<file path="src/rtl/regfile_pkg.sv">
// ---------------------------------------------------------------------------
// regfile_pkg
//   Shared definitions for the integer register file of the RISC-V core.
//   Holds the data/index widths, the index of the hardwired zero register,
//   the write-back request bundle passed from the top to the storage array,
//   and a small helper that decides whether a destination index may be
//   written.
// ---------------------------------------------------------------------------
package regfile_pkg;

  // Data width of every architectural register and every data port.
  localparam int XLEN = 32;

  // Number of architectural registers (x0..x31).
  localparam int NREG = 32;

  // Index width, log2(NREG).
  localparam int AW = 5;

  // x0 is hardwired to zero: writes to it are dropped, reads return 0.
  localparam logic [AW-1:0] ZERO_REG = '0;

  // One write-back request as seen by the storage array. The source
  // selection (ALU result vs. load data) is already resolved into data.
  typedef struct packed {
    logic            en;
    logic [AW-1:0]   addr;
    logic [XLEN-1:0] data;
  } wb_req_t;

  // A destination is writable only when it is not the zero register.
  function automatic logic is_writable(input logic [AW-1:0] idx);
    return idx != ZERO_REG;
  endfunction

endpackage : regfile_pkg

</file>
<file path="src/rtl/regfile_array.sv">
// ---------------------------------------------------------------------------
// regfile_array
//   Storage for the NREG x XLEN integer register file.
//   One synchronous write port and two combinational read ports. Entry 0 is
//   never written and always reads as zero, so x0 behaves as a constant.
//   A synchronous clear zeroes every entry so no register is ever undefined
//   after reset.
//
// Ports:
//   clk      in   1     clock, all updates on the rising edge
//   clear    in   1     synchronous clear of all entries (highest priority)
//   wb       in   wb_req_t  write request: enable, index, data
//   raddr_a  in   AW    read port A index
//   raddr_b  in   AW    read port B index
//   rdata_a  out  XLEN  read port A data (combinational)
//   rdata_b  out  XLEN  read port B data (combinational)
// ---------------------------------------------------------------------------
module regfile_array
  import regfile_pkg::*;
(
  input  logic            clk,
  input  logic            clear,
  input  wb_req_t         wb,
  input  logic [AW-1:0]   raddr_a,
  input  logic [AW-1:0]   raddr_b,
  output logic [XLEN-1:0] rdata_a,
  output logic [XLEN-1:0] rdata_b
);

  logic [XLEN-1:0] mem [NREG];

  // NOTE: this array is cleared on reset because every architectural
  // register must be defined afterwards; a clearable array maps to
  // flip-flops rather than an SRAM macro, which is acceptable at 32 entries.
  // NOTE: sequential state uses non-blocking assignments so every reader
  // sees the pre-edge value, which gives the required read-before-write
  // behaviour between the array and the capture registers.
  always_ff @(posedge clk) begin
    if (clear) begin
      for (int i = 0; i < NREG; i++) begin
        mem[i] <= '0;
      end
    end else if (wb.en && is_writable(wb.addr)) begin
      mem[wb.addr] <= wb.data;
    end
  end

  // x0 is forced on the read side as well, so its value never depends on
  // the contents of mem[0].
  assign rdata_a = (raddr_a == ZERO_REG) ? '0 : mem[raddr_a];
  assign rdata_b = (raddr_b == ZERO_REG) ? '0 : mem[raddr_b];

endmodule : regfile_array

</file>
<file path="src/rtl/register.sv">
// ---------------------------------------------------------------------------
// register
//   Integer register file for the RISC-V core, sitting between decode and
//   the execute/memory stages. Provides the write-back source mux, the
//   synchronous reset, and three registered read outputs:
//     data1 - operand A, captured from x[rs1] when wr1 is set
//     data2 - operand B, captured from x[rs2] when wr2 is set
//     data3 - store data, captured from x[rs2] when store is set
//   Captures sample the array before a same-edge write; a value written at
//   one edge becomes visible to captures from the next edge on.
//
// Ports:
//   clk     in   1     system clock, rising edge
//   reset   in   1     synchronous, active-high; clears everything
//   load    in   1     write-back source: 1 = memory, 0 = result
//   store   in   1     capture store data into data3
//   wr1     in   1     capture operand A into data1
//   wr2     in   1     capture operand B into data2
//   wr_en   in   1     register write enable
//   result  in   XLEN  ALU result for write-back
//   memory  in   XLEN  load data for write-back
//   rs1     in   AW    source register 1 index
//   rs2     in   AW    source register 2 index
//   rd      in   AW    destination register index
//   data1   out  XLEN  registered operand A
//   data2   out  XLEN  registered operand B
//   data3   out  XLEN  registered store data
// ---------------------------------------------------------------------------
module register
  import regfile_pkg::*;
(
  input  logic            clk,
  input  logic            reset,
  input  logic            load,
  input  logic            store,
  input  logic            wr1,
  input  logic            wr2,
  input  logic            wr_en,
  input  logic [XLEN-1:0] result,
  input  logic [XLEN-1:0] memory,
  input  logic [AW-1:0]   rs1,
  input  logic [AW-1:0]   rs2,
  input  logic [AW-1:0]   rd,
  output logic [XLEN-1:0] data1,
  output logic [XLEN-1:0] data2,
  output logic [XLEN-1:0] data3
);

  wb_req_t         wb;
  logic [XLEN-1:0] rdata_a;
  logic [XLEN-1:0] rdata_b;

  // Write-back request. Reset suppresses the write so a pending write in
  // the reset cycle is discarded rather than racing the clear.
  // NOTE: every field gets a default at the top of the block so no path
  // leaves a signal unassigned, which would otherwise infer a latch.
  always_comb begin
    wb      = '0;
    wb.en   = wr_en && !reset;
    wb.addr = rd;
    wb.data = load ? memory : result;
  end

  regfile_array u_array (
    .clk     (clk),
    .clear   (reset),
    .wb      (wb),
    .raddr_a (rs1),
    .raddr_b (rs2),
    .rdata_a (rdata_a),
    .rdata_b (rdata_b)
  );

  // Capture registers. Each holds when its enable is low; wr2 and store
  // share read port B, so the same rs2 yields the same value in both.
  always_ff @(posedge clk) begin
    if (reset) begin
      data1 <= '0;
      data2 <= '0;
      data3 <= '0;
    end else begin
      if (wr1)   data1 <= rdata_a;
      if (wr2)   data2 <= rdata_b;
      if (store) data3 <= rdata_b;
    end
  end

endmodule : register

</file>
<file path="config.mk">
export PLATFORM = sky130hd
export DESIGN_NAME = register
export DESIGN_NICKNAME = d
export VERILOG_FILES = /design/src/rtl/regfile_pkg.sv /design/src/rtl/regfile_array.sv /design/src/rtl/register.sv
export SDC_FILE = /design/constraint.sdc
export NUM_CORES = 2
export LEC_CHECK = 0
export BUFFER_PORTS_ARGS = -buffer_cell sky130_fd_sc_hd__buf_2
export CORE_ASPECT_RATIO = 1.5
export CORE_MARGIN = 5
export CORE_UTILIZATION = 55
export DETAILED_ROUTE_END_ITERATION = 8
export PLACE_DENSITY_LB_ADDON = 0.2
export SKIP_LAST_GASP = 1
export SLEW_MARGIN = 20
export SYNTH_ARGS = -nofsm -noshare
export SYNTH_HDL_FRONTEND = slang
export SYNTH_HIERARCHICAL = 1
export SYNTH_SLANG_ARGS = --single-unit
export TNS_END_PERCENT = 100
</file>
<file path="constraint.sdc">
create_clock -name clk -period 3.8 [get_ports clk]
set_input_delay 0.57 -clock clk [delete_from_list [all_inputs] [get_ports clk]]
set_output_delay 0.57 -clock clk [all_outputs]
set_load 0.01 [all_outputs]
</file>
== Yosys cells after proc, flatten, opt, wreduce, memory -nomap -nowiden ==
Memory sizes are Yosys's and may differ from the RTL's.
Index checks and enable logic that the tools add are counted.

* Memories kept: 1
* Register bits: 96
* Output and inout port bits: 96
* RAM bits: 1024

{| class="wikitable"
|+ Memories
! memory !! words !! width !! read ports !! clocked after Yosys merged registers in !! wr ports !! RTL line !! text
|-
| u_array.mem || 32 || 32 || 2 || 0 || 32 || regfile_array.sv:30 || <nowiki>logic [XLEN-1:0] mem [NREG];</nowiki>
|}

* Reductions and logical operators: 7
* Multiplexer cells: 11

{| class="wikitable"
|+ Operators with widths
! operator !! count
|-
| $mux W32 || 4
|-
| $reduce_or A32 Y1 || 1
|-
| $logic_not A5 Y1 || 2
|-
| $mux W1 || 6
|-
| $mux W5 || 1
|-
| $reduce_bool A5 Y1 || 1
|-
| $logic_and A1 B1 Y1 || 2
|-
| $logic_not A1 Y1 || 1
|}

== Logic depth before layout (Yosys ltp) ==
* Depth after elaboration: 8
* Gate-level depth with buffers: 11
* Gate-level depth less buffers: 6

== By module ==
Netlist, hierarchy kept.

{| class="wikitable"
|+ By module, submodules not included
! module !! area each (µm²) !! cells each !! seq. area each (µm²) !! times used
|-
| regfile_array || 54253.3 || 3502 || 30749.5 || 1
|-
| register || 3973.8 || 348 || 1921.8 || 1
|}

== Worst setup path before layout ==
No wires, ideal clock.

* Path type: input to register
* From: input reset
* To: memory u_array.mem[12][0], enable pin
* Slack: 0.929 ns
* Arrival time: 2.497 ns
* Stages: 7
* Data required time: 3.425 ns
* Library setup time: 0.375 ns
* Path buffers: 3
* Path through: buf_2 > buf_6 > nor2b_1 > or4b_2 > clkbuf_1 > nor2_1 > or2_2

{| class="wikitable"
|+ RTL lines
! element !! RTL line !! text
|-
| start: declaration || register.sv:33 || <nowiki>input logic reset,</nowiki>
|-
| end: declaration || regfile_array.sv:30 ||
|}

== Worst setup path after layout ==
* From: input rs2[1]
* To: register data3[28]

* Cells in the longest elaborated chain, start to end: 2

{| class="wikitable"
|+ RTL lines
! element !! RTL line !! text
|-
| start: declaration || register.sv:42 || <nowiki>input logic [AW-1:0] rs2,</nowiki>
|-
| $mem_v2 Z32 W32 / $logic_not A5 Y1 (equally long branches) || n/a ||
|-
| $mux W32 * || regfile_array.sv:51 || <nowiki>assign rdata_b = (raddr_b == ZERO_REG) ? '0 : mem[raddr_b];</nowiki>
|-
| via rdata_b[28] || register.sv:51 || <nowiki>logic [XLEN-1:0] rdata_b;</nowiki>
|-
| end signal: assignment || register.sv:84 || <nowiki>if (store) data3 <= rdata_b;</nowiki>
|-
| end: declaration || register.sv:46 || <nowiki>output logic [XLEN-1:0] data3</nowiki>
|}

Mark *: on every way through the listed nets, which the timed path passes. The rest lies on a longest branch.
A chain may end at the register's enable or synchronous reset.

==> impl_metrics.ini <==
[worst_hold_path]
worst_min_path_class = input port to register
min_from = reset
hold_end = data3[20]
hold-path-cell-count = 2

[final_layout]
area_delta_synth_final_pct = 11.7
finalNetCount = 4064
final_cell_area_um2 = 65000
layout_common_cells = sky130_fd_sc_hd__edfxtp_1, sky130_fd_sc_hd__and2_1, sky130_fd_sc_hd__mux4_2
layout_commonest_cell = sky130_fd_sc_hd__edfxtp_1
final_layout_size_suffix_gt1_share_pct = 28.8

[sta]
max_freq_mhz = 340
setup-violations-final = 0
max_slew_margin_pct = 28.7
totalNegativeSetupSlack_ns = 0
final_min_period_over_clock_period_pct = 77.5
timing_hold_violations_final = 0
finalWorstPathRequiredPeriod_ns = 2.94
pins_over_slew_limit = 0
rsz0062_at_grt = no
final.setup_skew_ns = 0.0208
tightest_slew_ns = 1.07

[route]
wl_per_cell_um = 33.8
detail_route.wirelength_um = 185000
via_count = 36700
drc_errors = 0
drt_first_pass_iters = 7
vias_per_cell = 6.70
detail-route-antenna-nets = 0
drt_first_iter_violations = 4774

[run]
drv_cap = 0

[synth]
ys_ff_latch = 1120
dominantRegCellSynth = sky130_fd_sc_hd__edfxtp_1
synth_seq_area_share_pct = 56.1
synthesis.area_per_instance_um2 = 15.1
syn-instance-count = 3850
synth.top_cell.area_share_pct = 52.8
netlist-cell-type-count = 45
synthArstFlopShare_pct = 0
synth_edf_count = 1024
syn_area_um2 = 58200
netlist.top_cell.by_area = sky130_fd_sc_hd__edfxtp_1
synth.area.top_cells = sky130_fd_sc_hd__edfxtp_1, sky130_fd_sc_hd__mux4_2, sky130_fd_sc_hd__and2_1, sky130_fd_sc_hd__mux2i_1, sky130_fd_sc_hd__dfxtp_1
ys_warn_count = 6

[grt]
groute.usage.overall_pct = 32.7
grt_pass1_vias = 37500
grt-ovfl-total = 0
grt_start_max_net_pins = 158
antenna_found_initial = 5
grt_pass1_wl_um = 263000

[clock_network]
ctsRootBufferMaster = sky130_fd_sc_hd__clkbuf_16
hold_buffers = 0
insertion_delay_ns = 0.73
ctsHtreeMaxLevel = 3
post_cts.resized_instances = 0
postCtsSetupBuffers = 0
cts.clk_slew.worst_paths_ns = 0.07
clock_tree.buffer_depth = 3
clock_sinks = 1120
numCtsBuffers = 106
tritoncts = built

[worst_setup_path]
critical_path.max_stage_delay_ns = 0.97
crit_arrival_ns = 3.50
worst_setup_slack_for_register_to_register_paths_ns = 1.19
r2r_end = data3[28]
worstReg2RegStart = u_array/mem[15][28]
worst-r2r-cell-count = 6
critical_path.cell_chain = buf_4, buf_4, buf_4, mux4_2, a2111oi_1, nor3_1, mux2i_1, nor2_1
critPathMostFrequentCell = sky130_fd_sc_hd__buf_4
required_ns = 4.36
cp_max_fo = 21
cp-end-kind = register
crit_path_top_delay_cell = sky130_fd_sc_hd__a2111oi_1
critical_path.startpoint_type = input port
setup.worst_path.start = rs2[1]
critical_path_class = input port to register

[power_and_ir_drop]
p_leak_nw = 23.4
power_density_nw_per_um2 = 454
vdd_drop_max_v = 0.000396

[floorplanning]
die_area_um2 = 113000
io_pins = 182
die_width_um = 276
floorplan.initialDensity_pct = 55.2
core_box_area_um2 = 105000
placement_rows = 146
die_h_um = 409

[place]
placed_cell_area_um2 = 61300
buffer_ports.inserted = 181
dp.final_hpwl_um = 118000
place.gp.congestion = 0.887

[run_status]
run_status = finished clean
## flip-flops by register name, summed over array words and instances, names as in the netlist
register	cells
u_array/mem	1024
data2	32
data3	32
data1	32
## power by group
group | switching [mW] | leakage, nW | internal, mW | total, mW
Clock | 4.76 | 1.79 | 6.64 | 11.4
Sequential | 0.385 | 10.5 | 14.1 | 14.5
Combinational | 2.07 | 11.0 | 1.57 | 3.64
Total | 7.22 | 23.4 | 22.3 | 29.6
## stage by stage
stage	util [%]	std cells	total power [mW]	worst slack [ns]	hold slack [ns]
5_1_grt	61.7	5477	30.4	0.835	0.0625
2_1_floorplan	-	3881	16.9	0.929	0.530
3_5_place_dp	58.2	5276	18.3	0.257	0.475
4_1_cts	61.7	5476	29.6	1.00	0.0266
6_report	61.7	5482	29.6	0.855	0.0602
3_3_place_gp	58.2	5276	18.3	0.262	0.470
## worst max path at each step
stage,to
finish,data3[28]
global route,data3[1]
CTS,data3[28]
detailed placement,data3[28]
global placement,data3[28]
floorplan,u_array/mem[12][0]
## cell type report
class	instances	area, um^2
Tap cell	1406	1760
Clock inverter	54	779
Inverter	2	7.51
Fill cell	7866	40400
Timing Repair Buffer	403	3090
Sequential cell	1120	32700
Clock buffer	146	2900
Antenna cell	6	15.0
Multi-Input combinational cell	2345	23800
## cells in the mapped netlist (all sizes together), types with 6 or more instances
cell	count
a21oi	12
mux2i	246
mux2	62
a22oi	16
nor2b	15
edfxtp	1024
a211oi	7
nand2	7
dfxtp	96
mux4	472
nor3	54
buf	139
or2	33
a2111oi	55
and2	995
nor2	132
clkbuf	275
nor4	6
a22o	51
o22ai	103
## worst max-delay path, delay by kind of cell
family	cells	cell delay [ns]
buf+inv	3	1.18
mux	2	0.54
compound gates	1	0.97
simple gates	2	0.22
## layer usage
layer	global-route usage [%]	part of all wire, %	up-vias	wire, um
met5	0	0.0059	-	11
met4	14.9	5.3	2	9730
met3	6.61	10	563	19300
met2	54.4	49	2318	91700
met1	41.7	35	18900	64600
li1	-	-	15000	-
## kinds of logic after synthesis
group,Yosys count,synth area share [%]
AO/OA/AOI/OAI,259,3.40
buffers and inverters,416,3.55
other,1,0.00644
multiplexers,780,23.9
flip-flops,1120,56.1
AND/OR/NAND/NOR,1274,13.0
Power figures use the tool's default switching activity.
